`src/rtl/hazard_ctrl.sv`:
```
// hazard_ctrl
// Hazard and forwarding controller for the RV32I ALU execute stage.
// It compares the decoded source registers against the destinations held in
// the EX, MEM and WB stages. From that it drives the ALU forwarding selects and
// data, and inserts load-use bubbles through a small stall state machine.
//
// Parameters
//   LOAD_BUBBLES      bubbles inserted on a load-use hazard (1 or 2)
//
// Ports
//   CLK, RSTN         clock, asynchronous active-low reset
//   dec_*             decoded instruction: valid, rs1/rs2 and their use flags
//   alu_*             EX stage: rd, write enable, load flag, result, flush
//   mem_*             MEM stage: valid, rd, write enable, result
//   rf_*              register-file write port of this cycle
//   lsu_ready         0 freezes the block
//   nop_insert        bubble into the ALU stage
//   dec_hold          hold the fetch/decode registers
//   rs*_forward       forward select for each ALU operand
//   rs*_forward_data  forward data for each ALU operand
//
// Optional feature (macro HAZARD_PERF_EN)
//   perf_stall_cnt    saturating count of non-frozen cycles with nop_insert
//   perf_fwd_cnt      saturating count of non-frozen cycles with dec_vld and
//                     at least one forward select
module hazard_ctrl #(
   parameter int LOAD_BUBBLES = 1
) (
   input  logic        CLK,
   input  logic        RSTN,
   input  logic        dec_vld,
   input  logic [4:0]  dec_rs1,
   input  logic [4:0]  dec_rs2,
   input  logic        dec_rs1_used,
   input  logic        dec_rs2_used,
   input  logic [4:0]  alu_rd,
   input  logic        alu_rd_wen,
   input  logic        alu_load,
   input  logic [31:0] alu_out,
   input  logic        alu_flush,
   input  logic        mem_vld,
   input  logic [4:0]  mem_rd,
   input  logic        mem_rd_wen,
   input  logic [31:0] mem_data,
   input  logic        rf_wen,
   input  logic [4:0]  rf_rd,
   input  logic [31:0] rf_wdata,
   input  logic        lsu_ready,
   output logic        nop_insert,
   output logic        dec_hold,
   output logic        rs1_forward,
   output logic        rs2_forward,
   output logic [31:0] rs1_forward_data,
   output logic [31:0] rs2_forward_data
`ifdef HAZARD_PERF_EN
   ,
   output logic [31:0] perf_stall_cnt,
   output logic [31:0] perf_fwd_cnt
`endif
);

   typedef enum logic {
      RUN,
      LSTALL
   } state_t;

   state_t      state;
   state_t      state_next;
   logic [1:0]  cnt;
   logic [1:0]  cnt_next;

   logic        wbq_vld;
   logic [4:0]  wbq_rd;
   logic [31:0] wbq_data;

   logic        load_use;

   // Forward pick for one source, returning {select, data}. A load in EX has
   // no data yet, so it never forwards; the younger EX producer beats MEM,
   // and MEM beats the WB hold register.
   function automatic logic [32:0] fwd_pick(
      input logic [4:0]  src,
      input logic        used,
      input logic [4:0]  a_rd,
      input logic        a_wen,
      input logic        a_load,
      input logic [31:0] a_out,
      input logic        m_vld,
      input logic        m_wen,
      input logic [4:0]  m_rd,
      input logic [31:0] m_data,
      input logic        w_vld,
      input logic [4:0]  w_rd,
      input logic [31:0] w_data
   );
      logic [32:0] pick;
      pick = '0;
      if (src == 5'd0 || !used) begin
         pick = '0;
      end else if (a_wen && a_rd == src && !a_load) begin
         pick = {1'b1, a_out};
      end else if (m_vld && m_wen && m_rd == src) begin
         pick = {1'b1, m_data};
      end else if (w_vld && w_rd == src) begin
         pick = {1'b1, w_data};
      end
      return pick;
   endfunction

   // Zero-latency forwarding for both ALU operands.
   always_comb begin
      {rs1_forward, rs1_forward_data} = fwd_pick(dec_rs1, dec_rs1_used,
         alu_rd, alu_rd_wen, alu_load, alu_out, mem_vld, mem_rd_wen, mem_rd,
         mem_data, wbq_vld, wbq_rd, wbq_data);
      {rs2_forward, rs2_forward_data} = fwd_pick(dec_rs2, dec_rs2_used,
         alu_rd, alu_rd_wen, alu_load, alu_out, mem_vld, mem_rd_wen, mem_rd,
         mem_data, wbq_vld, wbq_rd, wbq_data);
   end

   // A load in EX whose destination is read by the decoded instruction.
   assign load_use = dec_vld && alu_rd_wen && alu_load && (alu_rd != 5'd0) &&
                     ((dec_rs1_used && dec_rs1 == alu_rd) ||
                      (dec_rs2_used && dec_rs2 == alu_rd));

   // Stall FSM next state and outputs. The hazard cycle is itself the first
   // bubble; LSTALL covers the remaining ones, leaving on the edge where the
   // count runs out. A flush cancels everything, and the bubble outputs are
   // forced low while reset is asserted.
   always_comb begin
      state_next = state;
      cnt_next   = cnt;
      nop_insert = 1'b0;
      dec_hold   = 1'b0;
      if (alu_flush) begin
         state_next = RUN;
         cnt_next   = 2'd0;
      end else begin
         case (state)
            RUN: begin
               if (load_use) begin
                  nop_insert = 1'b1;
                  dec_hold   = 1'b1;
                  cnt_next   = 2'(LOAD_BUBBLES - 1);
                  state_next = (LOAD_BUBBLES == 2) ? LSTALL : RUN;
               end
            end
            LSTALL: begin
               nop_insert = 1'b1;
               dec_hold   = 1'b1;
               if (cnt <= 2'd1) begin
                  cnt_next   = 2'd0;
                  state_next = RUN;
               end else begin
                  cnt_next = cnt - 2'd1;
               end
            end
            default: begin
               state_next = RUN;
               cnt_next   = 2'd0;
            end
         endcase
      end
      if (!RSTN) begin
         nop_insert = 1'b0;
         dec_hold   = 1'b0;
      end
   end

   // State register. A frozen pipeline holds the FSM, but a flush still
   // takes effect so that a cancelled stall cannot resume later.
   always_ff @(posedge CLK or negedge RSTN) begin
      if (!RSTN) begin
         state <= RUN;
         cnt   <= 2'd0;
      end else if (lsu_ready || alu_flush) begin
         state <= state_next;
         cnt   <= cnt_next;
      end
   end

   // WB hold register: the regfile write of the previous non-frozen cycle,
   // for operands that decode read just before that write landed.
   always_ff @(posedge CLK or negedge RSTN) begin
      if (!RSTN) begin
         wbq_vld  <= 1'b0;
         wbq_rd   <= 5'd0;
         wbq_data <= 32'd0;
      end else if (lsu_ready) begin
         wbq_vld  <= rf_wen;
         wbq_rd   <= rf_rd;
         wbq_data <= rf_wdata;
      end
   end

`ifdef HAZARD_PERF_EN
   // Saturating performance counters, advanced on non-frozen cycles only.
   always_ff @(posedge CLK or negedge RSTN) begin
      if (!RSTN) begin
         perf_stall_cnt <= 32'd0;
         perf_fwd_cnt   <= 32'd0;
      end else if (lsu_ready) begin
         if (nop_insert && perf_stall_cnt != 32'hFFFF_FFFF) begin
            perf_stall_cnt <= perf_stall_cnt + 32'd1;
         end
         if (dec_vld && (rs1_forward || rs2_forward) &&
             perf_fwd_cnt != 32'hFFFF_FFFF) begin
            perf_fwd_cnt <= perf_fwd_cnt + 32'd1;
         end
      end
   end
`endif

endmodule
```
`config.mk`:
```
export PLATFORM = sky130hd
export DESIGN_NAME = hazard_ctrl
export DESIGN_NICKNAME = d
export VERILOG_FILES = /design/src/rtl/hazard_ctrl.sv
export SDC_FILE = /design/constraint.sdc
export NUM_CORES = 1
export LEC_CHECK = 0
export CORE_MARGIN = 1
export CORE_UTILIZATION = 38
export DETAILED_ROUTE_END_ITERATION = 7
export GPL_ROUTABILITY_DRIVEN = 0
export PLACE_DENSITY = 0.81
export SLEW_MARGIN = 15
export SYNTH_ARGS = -nofsm -noshare
export SYNTH_HDL_FRONTEND = slang
export SYNTH_SLANG_ARGS = --single-unit
```
`constraint.sdc`:
```
create_clock -name CLK -period 2.62 [get_ports CLK]
set_input_delay 0.524 -clock CLK [delete_from_list [all_inputs] [get_ports CLK]]
set_output_delay 0.524 -clock CLK [all_outputs]
set_load 0.03 [all_outputs]
```
==> flow_metrics.py, run 1 <==
metrics = {
    "yosys": {
        "yosysUniqueCellTypes": 38,
        "synth-compound-area-share": 0.195,
        "ys_top_cells_by_count": "mux2i_1, o2bb2ai_1, dfrtp_1, mux2_2, xnor2_1",
        "synth.most_common_cell": "mux2i_1",
        "synth_top_area_frac": 0.304,
        "yosysWarnings": 0,
        "yosys_register_bits": 41,
        "synthMuxAreaShare": 0.314,
        "synth_top_family_by_area": "multiplexers",
        "synthTopCellsByArea": "dfrtp_1, mux2i_1, o2bb2ai_1, mux2_2, xnor2_1",
        "synth_xor_area_frac": 0.0780,
        "syn_nets": 448,
        "async_flop_share": 1.00,
        "syn_inst": 315,
        "synth-edff-count": 0,
        "avgSynthCellArea_um2": 10.7,
        "synthesis.area_um2": 3370,
        "yosysSeqAreaShare": 0.304,
        "synth_top_cell_by_area": "dfrtp_1",
        "ys.flop_type": "dfrtp_1",
        "synth_adder_area_share": 0,
        "yosys.area_share.simple": 0.0661,
    },
    "sta": {
        "worst_endpoint_kind": "output port",
        "crit_endpoint": "rs1_forward_data[8]",
    },
    "clock_tree": {
        "root_buffer": "clkbuf_8",
        "cts_buffers": 5,
        "clockBufferDepth": 2,
        "cts.sinks": 41,
        "ctsHtreeMaxLevel": 2,
        "hold_buffers": 0,
    },
    "run_status": {
        "outcome": "did not finish",
        "tool.error": "[ERROR GRT-0232] Routing congestion too high. Check the congestion heatmap in the GUI.",
        "failed_stage": "5_1_grt",
    },
    "global_route": {
        "grt_overflow": 230,
        "grt_max_degree": 42,
        "track_usage": 0.851,
    },
    "floorplanning": {
        "rows": 33,
        "initial_core_util": 0.402,
        "die_height_um": 96.2,
        "ios": 201,
        "die_x_um": 96.2,
    },
    "place": {
        "portBuffers": 200,
        "dp_hpwl_mm": 9.13,
        "dp_cells": 636,
    },
}
## routing by layer
| metal | GRT overflow | global-route usage |
|---|---|---|
| met1 | 1 | 0.796 |
| met2 | 146 | 1.04 |
| met3 | 3 | 0.702 |
| met4 | 79 | 0.964 |
| met5 | 1 | 0.208 |
## kinds of logic after synthesis
group           after synthesis
flops                        41
mux                         101
xor+xnor                     30
simple gates                 39
compound gates               77
buf+inv                      27
## stage by stage
| step | setup TNS (ps) | setup slack (ps) | instance area, um2 | util |
|---|---|---|---|---|
| after floorplan | -3030 | -112 | 3380 | - |
| after global placement | -30180 | -548 | 5640 | 0.673 |
| after CTS | -5840 | -129 | 7890 | 0.941 |
| after detailed placement | -31930 | -574 | 5640 | 0.673 |
## repair_timing
item,CTS
buffers inserted,22
pin swaps,66
cloned,11
setup endpoints to repair,68
gates resized for setup,358
==> run 2: changes to the inputs <==
Settings changed: PLACE_DENSITY 0.81 to not set, PLACE_DENSITY_LB_ADDON set to 0.15.
==> flow_metrics.py, run 2 <==
metrics = {
    "run_status": {
        "outcome": "finished with violations",
        "failed_checks": "negative setup slack",
    },
    "yosys": {
        "yosys.area_share.simple": 0.0661,
        "synthMuxAreaShare": 0.314,
        "async_flop_share": 1.00,
        "synth_top_area_frac": 0.304,
        "yosysSeqAreaShare": 0.304,
        "synth_xor_area_frac": 0.0780,
        "avgSynthCellArea_um2": 10.7,
        "ys_top_cells_by_count": "mux2i_1, o2bb2ai_1, dfrtp_1, mux2_2, xnor2_1",
        "synthesis.area_um2": 3370,
        "synth_top_cell_by_area": "dfrtp_1",
        "synth-edff-count": 0,
        "synthTopCellsByArea": "dfrtp_1, mux2i_1, o2bb2ai_1, mux2_2, xnor2_1",
        "synth_top_family_by_area": "multiplexers",
        "yosysUniqueCellTypes": 38,
        "syn_nets": 448,
        "ys.flop_type": "dfrtp_1",
        "yosysWarnings": 0,
        "synth.most_common_cell": "mux2i_1",
        "yosys_register_bits": 41,
        "synth_adder_area_share": 0,
        "synth-compound-area-share": 0.195,
        "syn_inst": 315,
    },
    "final_layout": {
        "reg_top3": "wbq_data x32, wbq_rd x5, cnt x2",
        "regMostFlops": "wbq_data",
        "nNetsFinal": 702,
        "area_delta_synth_final_pct": 135,
        "drive_above_1_share": 0.595,
        "mostFrequentLayoutCells": "clkdlybuf4s50_1, buf_6, o2bb2ai_4",
        "largest_reg_flops": 32,
        "mostFrequentLayoutCell": "clkdlybuf4s50_1",
    },
    "critical_path": {
        "crit_path_end_kind": "primary output",
        "cpPeakStageDelay_ps": 440,
        "worstPathRequired_ps": 2100,
        "cpMostUsedCell": "buf_6",
        "reg2reg_slack_ps": 1340,
        "reg2regPathDepth": 3,
        "cpLargestDelayFamily": "buffers and inverters",
        "worst-path-buf-inv": 4,
        "r2r-start": "state$_DFFE_PN0P_",
        "cp.depth": 9,
        "cp.arrival_ps": 2490,
        "cp_cell_sequence": "buf_4, xnor2_1, nand4_1, o22ai_2, nand3b_1, buf_6, buf_16, o2bb2ai_4, buf_6",
        "worst-path-max-fanout": 5,
        "critPathSlowestCell": "dfrtp_1",
        "critPathLaunchType": "register",
        "r2r-end": "cnt[0]$_DFFE_PN0P_",
        "criticalPathCategory": "reg -> out",
    },
    "sta": {
        "finalHoldViolations": 0,
        "period_needed_ps": 3010,
        "min_period_over_period": 1.15,
        "rsz0062_at_grt": "yes",
        "finClkSkew_ps": 4.41,
        "tns_ps": -21020,
        "drv_slew": 0,
        "tightestPinTransition_ps": 587,
        "setup_slack_ps": -394,
        "slew_headroom": 0.609,
        "fmax_mhz": 332,
        "setup_viol": 66,
        "hold_ws_ps": 369,
    },
    "floorplanning": {
        "die_x_um": 96.2,
        "initial_core_util": 0.402,
        "ios": 201,
        "rows": 33,
        "die_area_um2": 9250,
        "die_height_um": 96.2,
        "core_um2": 8380,
    },
    "global_route": {
        "track_usage": 0.357,
        "grt_pass1_vias": 4422,
        "antenna_found_initial": 3,
        "grt_first_pass_wirelength_mm": 24.2,
        "grt_max_degree": 42,
        "grt_overflow": 0,
    },
    "clock_tree": {
        "cts.sinks": 41,
        "path_clk_slew_ps": 100,
        "cts_buffers": 5,
        "root_buffer": "clkbuf_8",
        "ctsHtreeMaxLevel": 2,
        "clock_latency_ps": 290,
        "clockBufferDepth": 2,
        "tritoncts": "built",
        "hold_buffers": 0,
    },
    "pwr": {
        "comb_power_share": 0.424,
        "switchingPower_mw": 0.806,
        "pwr-share-clk": 0.219,
        "leakagePower_nw": 3.26,
        "power.density_nw_per_um2": 276,
        "p_sw_frac": 0.369,
        "pwr-share-seq": 0.357,
        "p_int_mw": 1.38,
        "vdd_drop_max_mv": 0.236,
    },
    "route": {
        "num_vias": 4580,
        "routedWlPerCell_um": 33.7,
        "ant_nets": 0,
        "drc": 0,
        "drt_first_iter_violations": 346,
        "totalWireLength_mm": 22.8,
        "dr.pass1.iters": 4,
        "viasPerCell": 6.77,
    },
    "place": {
        "dp_hpwl_mm": 8.87,
        "post-place-ws_ps": -666,
        "portBuffers": 200,
    },
    "hold_path": {
        "hold_class": "in -> async",
    },
    "run": {
        "maxCapViolations": 0,
    },
}
## run 2: cell counts after synthesis
Identical to the previous run, type by type.
## run 2: logic make-up after synthesis
group / count (synthesis)
flip-flops: 41
buffers and inverters: 27
multiplexers: 101
XOR/XNOR: 30
AO/OA/AOI/OAI: 77
AND/OR/NAND/NOR: 39
## run 2: routing by layer
layer,track usage,routed length [um]
met1,0.377,7320
met2,0.664,11300
met3,0.0885,2290
met4,0.155,1870
met5,0,0
## run 2: worst max path at each step
stage,from,to,slack (ps)
after detailed placement,dec_rs2[1],rs2_forward_data[22],-670
final,wbq_rd[0]$_DFFE_PN0P_,rs2_forward_data[27],-390
after global placement,dec_rs2[1],rs2_forward_data[22],-580
after global routing,dec_rs1[0],rs1_forward_data[6],-640
after CTS,dec_rs1[1],rs1_forward_data[2],-300
after floorplan,mem_rd[4],rs1_forward_data[10],-110
## run 2: timing repair
item | 4_1_cts | 5_1_grt
gates cloned | 13 | 0
pin swaps | 55 | 34
resized for setup | 314 | 118
setup buffers | 26 | 7
endpoints found under the setup margin | 68 | 67
## run 2: power groups by stage
stage          Clock, mW  Combinational, mW  Sequential [mW]
2_1_floorplan          0              0.248            0.738
3_3_place_gp           0              0.562            0.750
3_5_place_dp           0              0.575            0.754
4_1_cts            0.456              0.740            0.749
5_1_grt            0.511              0.950            0.778
6_report           0.477              0.925            0.780
## run 2: final cells by class
| cell class | count | area, um2 |
|---|---|---|
| clock buffers | 6 | 82.6 |
| repair buffers | 272 | 2920 |
| diodes | 2 | 5.00 |
| inverters | 2 | 7.51 |
| fillers | 202 | 469 |
| clock inverters | 2 | 13.8 |
| multi-input cells | 247 | 3730 |
| well taps | 105 | 131 |
| flip-flops and latches | 41 | 1030 |
## run 2: through the flow
| stage | instance area (um2) | power [mW] | util | std cells |
|---|---|---|---|---|
| after global placement | 5510 | 1.31 | 0.658 | 630 |
| final | 7910 | 2.18 | 0.944 | 677 |
| after detailed placement | 5510 | 1.33 | 0.658 | 630 |
| after global routing | 7910 | 2.24 | 0.944 | 676 |
| after floorplan | 3380 | 0.986 | - | 315 |
| after CTS | 7380 | 1.94 | 0.881 | 676 |
(Power assumes the default switching activity.)
